`src/rtl/f2s_pkg.sv`:
```
// Shared types and sizing helpers for the slow-domain event receiver.
package f2s_pkg;

  typedef enum logic [1:0] {
    IDLE  = 2'd0,
    VALID = 2'd1,
    ACK   = 2'd2
  } f2s_state_e;

  localparam int unsigned TMO_CYC_DEF = 64;
  localparam int unsigned TMO_W_DEF   = $clog2(TMO_CYC_DEF + 1);

  // Bits needed to hold the value n (at least one bit).
  function automatic int unsigned cnt_width(input int unsigned n);
    return (n < 1) ? 1 : $clog2(n + 1);
  endfunction

endpackage

```
`src/rtl/slow_req_filter.sv`:
```
// Stability filter: dout follows din only after FILT_LEN consecutive equal samples.
module slow_req_filter
  import f2s_pkg::*;
#(
  parameter int unsigned FILT_LEN = 2
) (
  input  logic clk2,
  input  logic rst,
  input  logic din,
  output logic dout
);

  localparam int unsigned RUN_W = cnt_width(FILT_LEN);

  logic [RUN_W-1:0] run;

  // run counts consecutive samples that disagree with the current output
  always_ff @(posedge clk2) begin
    if (rst) begin
      dout <= 1'b0;
      run  <= '0;
    end else if (din != dout) begin
      if (run == RUN_W'(FILT_LEN - 1)) begin
        dout <= din;
        run  <= '0;
      end else begin
        run <= run + RUN_W'(1);
      end
    end else begin
      run <= '0;
    end
  end

endmodule

```
`src/rtl/slow_evt_rx_2.sv`:
```
// Slow-domain receiver for a 4-phase req/ack crossing: request -> valid/ready event, ack return, stats.
// Optional input stability filter enabled by defining SLOW_EVT_RX_FILTER_EN.
module slow_evt_rx_2
  import f2s_pkg::*;
#(
  parameter int unsigned CNT_W    = 8,
  parameter int unsigned TMO_CYC  = TMO_CYC_DEF,
  parameter int unsigned FILT_LEN = 2
) (
  input  logic             clk2,
  input  logic             rst,
  input  logic             sig22,
  input  logic             evt_ready,
  output logic             evt_valid,
  output logic             ack,
  output logic [CNT_W-1:0] evt_cnt,
  output logic             cnt_wrap,
  output logic             tmo_err,
  output logic             proto_err
);

  localparam int unsigned TMO_W = cnt_width(TMO_CYC);

  logic req;

`ifdef SLOW_EVT_RX_FILTER_EN
  slow_req_filter #(
    .FILT_LEN (FILT_LEN)
  ) u_filt (
    .clk2 (clk2),
    .rst  (rst),
    .din  (sig22),
    .dout (req)
  );
`else
  logic unused_filt_len;
  assign unused_filt_len = ^FILT_LEN;
  assign req = sig22;
`endif

  f2s_state_e       state, state_n;
  logic [TMO_W-1:0] tmo_cnt, tmo_cnt_n;
  logic             evt_valid_n, ack_n, cnt_wrap_n, tmo_err_n, proto_err_n;
  logic [CNT_W-1:0] evt_cnt_n;

  always_ff @(posedge clk2) begin
    if (rst) begin
      state     <= IDLE;
      tmo_cnt   <= '0;
      evt_valid <= 1'b0;
      ack       <= 1'b0;
      evt_cnt   <= '0;
      cnt_wrap  <= 1'b0;
      tmo_err   <= 1'b0;
      proto_err <= 1'b0;
    end else begin
      state     <= state_n;
      tmo_cnt   <= tmo_cnt_n;
      evt_valid <= evt_valid_n;
      ack       <= ack_n;
      evt_cnt   <= evt_cnt_n;
      cnt_wrap  <= cnt_wrap_n;
      tmo_err   <= tmo_err_n;
      proto_err <= proto_err_n;
    end
  end

  always_comb begin
    state_n     = state;
    tmo_cnt_n   = tmo_cnt;
    evt_valid_n = evt_valid;
    ack_n       = ack;
    evt_cnt_n   = evt_cnt;
    cnt_wrap_n  = cnt_wrap;
    tmo_err_n   = tmo_err;
    proto_err_n = proto_err;

    unique case (state)
      IDLE: begin
        evt_valid_n = 1'b0;
        ack_n       = 1'b0;
        if (req) begin
          state_n     = VALID;
          evt_valid_n = 1'b1;
        end
      end
      VALID: begin
        // A dropped request is flagged but the event is still delivered.
        if (!req) begin
          proto_err_n = 1'b1;
        end
        if (evt_ready) begin
          state_n     = ACK;
          evt_valid_n = 1'b0;
          ack_n       = 1'b1;
          evt_cnt_n   = evt_cnt + CNT_W'(1);
          if (&evt_cnt) begin
            cnt_wrap_n = 1'b1;
          end
        end
      end
      ACK: begin
        if (!req) begin
          state_n   = IDLE;
          ack_n     = 1'b0;
          tmo_cnt_n = '0;
        end else if (tmo_cnt < TMO_W'(TMO_CYC)) begin
          // Saturate at the limit; the handshake is never abandoned.
          tmo_cnt_n = tmo_cnt + TMO_W'(1);
          if (tmo_cnt + TMO_W'(1) == TMO_W'(TMO_CYC)) begin
            tmo_err_n = 1'b1;
          end
        end
      end
      default: begin
        state_n     = IDLE;
        evt_valid_n = 1'b0;
        ack_n       = 1'b0;
        tmo_cnt_n   = '0;
      end
    endcase
  end

endmodule

```
`config.mk`:
```
export PLATFORM = sky130hd
export DESIGN_NAME = slow_evt_rx_2
export DESIGN_NICKNAME = d
export VERILOG_FILES = /design/src/rtl/f2s_pkg.sv /design/src/rtl/slow_req_filter.sv /design/src/rtl/slow_evt_rx_2.sv
export SDC_FILE = /design/constraint.sdc
export NUM_CORES = 1
export LEC_CHECK = 0
export CORE_ASPECT_RATIO = 1.25
export CORE_MARGIN = 1.5
export CORE_UTILIZATION = 55
export CTS_BUF_LIST = sky130_fd_sc_hd__clkbuf_16
export CTS_CLUSTER_SIZE = 24
export DETAILED_ROUTE_END_ITERATION = 8
export PLACE_DENSITY = 0.8
export SYNTH_ARGS = -nofsm -noshare
export SYNTH_HDL_FRONTEND = slang
export SYNTH_SLANG_ARGS = --single-unit
```
`constraint.sdc`:
```
create_clock -name clk2 -period 2.89 [get_ports clk2]
set_input_delay 0.578 -clock clk2 [delete_from_list [all_inputs] [get_ports clk2]]
set_output_delay 0.578 -clock clk2 [all_outputs]
set_load 0.01 [all_outputs]
```
==> results of run 1 <==
-- worst min-delay path by stage --
| stage | depth (start not counted) | slack, ns | to | from |
|---|---|---|---|---|
| 2_1_floorplan | 2 | 0.48 | tmo_cnt[4] | tmo_cnt[4] |
| 3_3_place_gp | 2 | 0.45 | cnt_wrap | cnt_wrap |
| 3_5_place_dp | 2 | 0.47 | proto_err | proto_err |
| 4_1_cts | 2 | 0.48 | tmo_err | tmo_err |
| 5_1_grt | 2 | 0.50 | proto_err | proto_err |
| 6_report | 2 | 0.47 | tmo_err | tmo_err |
-- metal layers --
| metal | part of all wire (%) | global-route usage [%] |
|---|---|---|
| met1 | 44 | 23.4 |
| met3 | 2.0 | 3.18 |
| met4 | 3.4 | 16.1 |
| met5 | 0 | 0 |
| met2 | 50 | 35.4 |
-- power by group through the flow --
stage                     clock network [W]  registers (W)  logic [W]
after floorplan                           0       0.000324  0.0000236
after global placement                    0       0.000323  0.0000414
after detailed placement                  0       0.000324  0.0000425
after CTS                          0.000288       0.000317  0.0000428
after global routing               0.000297       0.000318  0.0000474
final                              0.000278       0.000317  0.0000424
-- tightest hold or removal path: cells and delay by family, from the launching register on --
family / cells / cell delay (ns)
DFF: 1 / 0.31
AOI/OAI and AO/OA: 1 / 0.07
buffers and inverters: 1 / 0.05
-- placed cells by master (no fill, tap or decap), drive strengths merged --
| cell | n |
|---|---|
| clkbuf | 3 |
| nor4b | 1 |
| o32a | 1 |
| nand4bb | 1 |
| o21ai | 4 |
| or3 | 4 |
| and2b | 1 |
| a211oi | 1 |
| a21oi | 9 |
| inv | 3 |
| clkdlybuf4s50 | 16 |
| dfxtp | 22 |
| a22oi | 1 |
| ha | 3 |
| xnor2 | 3 |
| xor2 | 7 |
| nand2 | 8 |
| a31oi | 1 |
| nor2b | 2 |
| nor2 | 19 |
| nand4 | 4 |
| mux2i | 1 |
| buf | 1 |
| a2111oi | 1 |
| mux2 | 1 |
| nand3b | 2 |
| nor3 | 2 |
| nand3 | 6 |
| nand2b | 2 |
| and3b | 1 |
| and3 | 2 |
| o22ai | 2 |
-- sequential cells by signal (all words and copies together) (netlist names) --
name and cells:
evt_cnt 8, tmo_err 1, ack 1, cnt_wrap 1, evt_valid 1, state 2
proto_err 1, tmo_cnt 7
-- cell usage after synthesis, drive strengths merged (2+ instances only) --
library cell | number | area [um2]
a21oi | 9 | 45.0
and3 | 2 | 12.5
clkbuf | 4 | 16.3
dfxtp | 22 | 440
ha | 3 | 37.5
inv | 3 | 11.3
nand2 | 8 | 30.0
nand2b | 2 | 12.5
nand3 | 6 | 35.0
nand3b | 2 | 15.0
nand4 | 4 | 25.0
nor2 | 19 | 71.3
nor2b | 2 | 12.5
nor3 | 2 | 15.0
o21ai | 4 | 20.0
o22ai | 2 | 12.5
or3 | 4 | 25.0
xnor2 | 3 | 26.3
xor2 | 7 | 61.3
-- cell type report --
class | count | area share (%)
sequential | 22 | 34.6
tap | 19 | 1.87
multi-input combinational | 90 | 43.6
inverter | 3 | 0.885
timing repair buffer | 17 | 13.2
clock buffer | 3 | 5.90
-- per-stage QoR --
| stage | cell area (um2) | util [%] | worst slack [ns] | power, W |
|---|---|---|---|---|
| after floorplan | 1030 | - | 1.45 | 0.000347 |
| after global placement | 1200 | 67.8 | 0.815 | 0.000365 |
| after detailed placement | 1200 | 67.8 | 0.790 | 0.000366 |
| after CTS | 1270 | 72.1 | 1.05 | 0.000648 |
| after global routing | 1270 | 72.1 | 0.851 | 0.000663 |
| final | 1270 | 72.1 | 1.04 | 0.000638 |
-- cells by family (layout without fill, tap and decap cells) --
family	Yosys count	after routing	share of synthesized area, %
XOR/XNOR	10	10	8.53
multiplexers	2	2	2.07
flip-flops	22	22	42.9
AND/OR/NAND/NOR	55	55	28.3
adder cells (fa/ha/maj)	3	3	3.65
buffers and inverters	8	23	3.17
AO/OA/AOI/OAI	20	20	11.4
==> impl_metrics.tcl, run 1 <==
set metrics [dict create \
    clkPwrFrac_pct 43.6 \
    grt_pass1_wl_mm 3.33 \
    io_pins 17 \
    max_clock_freq_ghz 0.540 \
    final_cells 154 \
    via_per_inst 5.64 \
    cp_slowest_cell "clkdlybuf4s50_1" \
    cts-resized-gates 0 \
    rrSetupSlack_ns 1.38 \
    cts_tree "yes" \
    drcViolationCount 0 \
    hpwlAfterDp_mm 1.36 \
    hold_violations 0 \
    cp_top_family "simple AND/OR/NAND/NOR gates" \
    maxCapViolations 0 \
    grt_max_degree 16 \
    initial_utilization_pct 58.2 \
    clock_path_buffers 2 \
    r2r-start "tmo_cnt[0]" \
    drtIter0Drc 17 \
    crit_path_max_fanout 8 \
    p_sw_share_pct 19.6 \
    ir_drop_mv 0.402 \
    gp_congestion 0.816 \
    timing.final.crit_period_ns 1.85 \
    netlist_instances 120 \
    wl_per_cell_um 12.1 \
    finalWirelength_mm 1.86 \
    synth_cell_type_count 35 \
    reg2reg_to "tmo_cnt[4]" \
    clk_pin_slew_worst_paths_ns 0.05 \
    cpPeakStageDelay_ns 0.58 \
    critical_path.cell_chain "clkdlybuf4s50_1, nand4bb_1, nor4b_1, nand3_1, o22ai_1" \
    critPathLaunchType "primary input" \
    required_ns 3.07 \
    fin_crit_sh_pct 64.1 \
    reg2reg_depth 4 \
    postCtsHoldBufs 0 \
    yosysWarnings 0 \
    synth_edf_count 0 \
    relSlewSlack_pct 67.5 \
    yosys_most_used_dff "dfxtp_1" \
    leakage_nw 0.461 \
    drt_first_pass_iters 4 \
    portBuffers 16 \
    core_area_mm2 0.00177 \
    holdCritPathClass "flip-flop to flip-flop" \
    die_x_um 41.7 \
    setup_tns_ns 0 \
    vias 868 \
    fp.dieH_um 51.3 \
    critical_path_class "primary input to flip-flop" \
    clock_skew_ns 0.00101 \
    avgSynthCellArea_um2 8.56 \
    worstSetupStartpoint "sig22" \
    worstSetupEndpointType "flip-flop" \
    antenna_found_initial 0 \
    powerDensity_mw_per_mm2 501 \
    grt_overflow_total 0 \
    ant_nets 0 \
    worst_skew_pair.late_latency_ns 0.25 \
    placed_cells 151 \
    setup_viol 0 \
    antenna_cells 0 \
    critPathCapture "tmo_err" \
    yosysSeqAreaShare_pct 42.9 \
    status "finished clean" \
    syn2layout_area_growth_pct 23.9 \
    ys_seq_elements 22 \
    register_area_um2 440 \
    grt_setup_unrepaired "false" \
    multiInputGateArea_um2 554 \
    num_rows 17 \
    p_comb_share_pct 6.7 \
    cts.sinks 22 \
    cts.htree.levels 1 \
    syn-num-nets 127 \
    grt_pass1_vias 763 \
    crit_buf_inv 1 \
    post_cts_buffers 0 \
    grt.total_usage_pct 21.0 \
    seqPwrFrac_pct 49.7 \
    whs_ns 0.473 \
    numCtsBuffers 3 \
    p_sw_w 0.000125 \
    nets 144 \
    path_depth 5 \
    drive_gt1_share_pct 5.19 \
    slew_viol_final 0 \
    cts_root_buf "clkbuf_16" \
    fillers 137 \
    netlist_area_mm2 0.00103 \
    tightest_slew_ns 0.484 \
    worstPathArrival_ns 2.03 \
    p_int_w 0.000513 \
    ys_async_sr_fraction_pct 0 \
    dieArea_mm2 0.00214 \
]
No activity file was read; power rests on OpenSTA's default activity.
==> run 2: changes to the inputs <==
- CORE_UTILIZATION: 55 -> 46
- PLACE_DENSITY: 0.8 -> 0.71
- clock period: 2.89 -> 1.7 ns (I/O delays scaled with it)
==> run 2 against run 1 <==
Utilization shrank 6.0 points. Register-to-register slack got worse by 1.2 ns. Wire length rose by 13%. Via count up 2.6%. Combinational power rose by 100%. Global-route usage is 2.6 points lower. Sequential share of layout area decreased by 2.1 points. Critical path depth shrank 4. Die area grew 18%. Sequential power increased by 70%.
==> impl_metrics.tcl, run 2 (same netlist as run 1, synthesis figures left out) <==
set metrics [dict create \
    largest_reg_flops 8 \
    fillers 177 \
    antenna_found_initial 0 \
    relSlewSlack_pct 77.1 \
    status "finished clean" \
    max_clock_freq_ghz 0.634 \
    core_area_mm2 0.00205 \
    numCtsBuffers 3 \
    leakage_nw 0.495 \
    antenna_cells 0 \
    cts.htree.levels 1 \
    ant_nets 0 \
    grt_pass1_wl_mm 3.52 \
    largestRegisters "evt_cnt: 8 flops, tmo_cnt: 7 flops, state: 2 flops" \
    setup_viol 0 \
    worstSetupEndpointType "primary output" \
    maxCapViolations 0 \
    num_rows 18 \
    dieArea_mm2 0.00253 \
    drt_first_pass_iters 4 \
    vias 891 \
    initial_utilization_pct 50.1 \
    critical_path_class "flip-flop to primary output" \
    worst_skew_pair.late_latency_ns 0.25 \
    cp_top_family "buffers and inverters" \
    final_cell_mix "dfxtp_1, nor2_1, clkdlybuf4s50_1" \
    clk_pin_slew_worst_paths_ns 0.06 \
    slew_viol_final 0 \
    drtIter0Drc 25 \
    required_ns 1.36 \
    grt_pass1_vias 835 \
    timing.final.crit_period_ns 1.58 \
    grt.total_usage_pct 18.4 \
    place_ws_ns -0.170 \
    cts_tree "yes" \
    drcViolationCount 0 \
    worstPathArrival_ns 1.24 \
    fp.dieH_um 55.8 \
    fin_crit_sh_pct 92.8 \
    top_register "evt_cnt" \
    io_pins 17 \
    critical_path.cell_chain "clkdlybuf4s50_1" \
    critPathLaunchType "flip-flop" \
    postCtsHoldBufs 0 \
    powerDensity_mw_per_mm2 825 \
    portBuffers 16 \
    holdCritPathClass "flip-flop to flip-flop" \
    hold_violations 0 \
    via_per_inst 5.15 \
    crit_path_max_fanout 7 \
    tightest_slew_ns 0.335 \
    cts.sinks 22 \
    nets 151 \
    grt_overflow_total 0 \
    ir_drop_mv 0.701 \
    drive_gt1_share_pct 11.2 \
    cp_slowest_cell "clkdlybuf4s50_1" \
    worst_slack_ns 0.122 \
    hpwlAfterDp_mm 1.54 \
    die_x_um 45.3 \
    placed_cells 169 \
    syn2layout_area_growth_pct 31.8 \
    gp_congestion 0.869 \
    clock_path_buffers 2 \
    clock_skew_ns 0.00135 \
    finalWirelength_mm 2.10 \
    crit_buf_inv 1 \
    final_cells 173 \
    cts_root_buf "clkbuf_16" \
    final_common_cell "dfxtp_1" \
    post_cts_buffers 0 \
    cpPeakStageDelay_ns 0.57 \
    grt_setup_unrepaired "false" \
    grt_max_degree 13 \
    wl_per_cell_um 12.1 \
    setup_tns_ns 0 \
    cts-resized-gates 0 \
]
==> run 2: final cells by class <==
cell class | count | area [um2] | area share (%)
clock buffer | 3 | 75.1 | 5.55
clock inverter | 1 | 3.75 | 0.277
inverter | 3 | 11.3 | 0.832
multi-input combinational | 90 | 566 | 41.8
sequential | 22 | 440 | 32.5
tap | 30 | 37.5 | 2.77
timing repair buffer | 24 | 220 | 16.3
==> run 2: layer usage <==
| metal | global-route usage [%] | part of all wire [%] |
|---|---|---|
| met1 | 22.8 | 45 |
| met2 | 30.4 | 50 |
| met3 | 2.92 | 2.7 |
| met4 | 7.56 | 1.8 |
| met5 | 0 | 0 |
==> run 2: where the power goes <==
part / internal [W] / switching [W] / leakage, nW
Sequential: 0.000527 / 0.0000131 / 0.178
Combinational: 0.0000455 / 0.0000403 / 0.278
Clock: 0.000314 / 0.000178 / 0.0385
Total: 0.000886 / 0.000231 / 0.495
==> run 2: through the flow <==
step	cell area, um2	hold WS (ns)	power [W]	utilization [%]
2_1_floorplan	1030	0.412	0.000590	-
4_1_cts	1340	0.470	0.00113	65.5
3_3_place_gp	1260	0.450	0.000633	61.7
5_1_grt	1350	0.513	0.00116	66.1
3_5_place_dp	1260	0.455	0.000635	61.7
6_report	1350	0.466	0.00112	66.1
==> run 2: path summary, 6_finish.rpt <==
kind / start / to / slack, ns / depth (start not counted)
setup / recovery: evt_cnt[3] / evt_cnt[3] / 0.12 / 1
hold / removal: proto_err / proto_err / 0.47 / 2
setup reg to reg: tmo_cnt[0] / tmo_cnt[4] / 0.16 / 4
hold reg to reg: proto_err / proto_err / 0.47 / 2
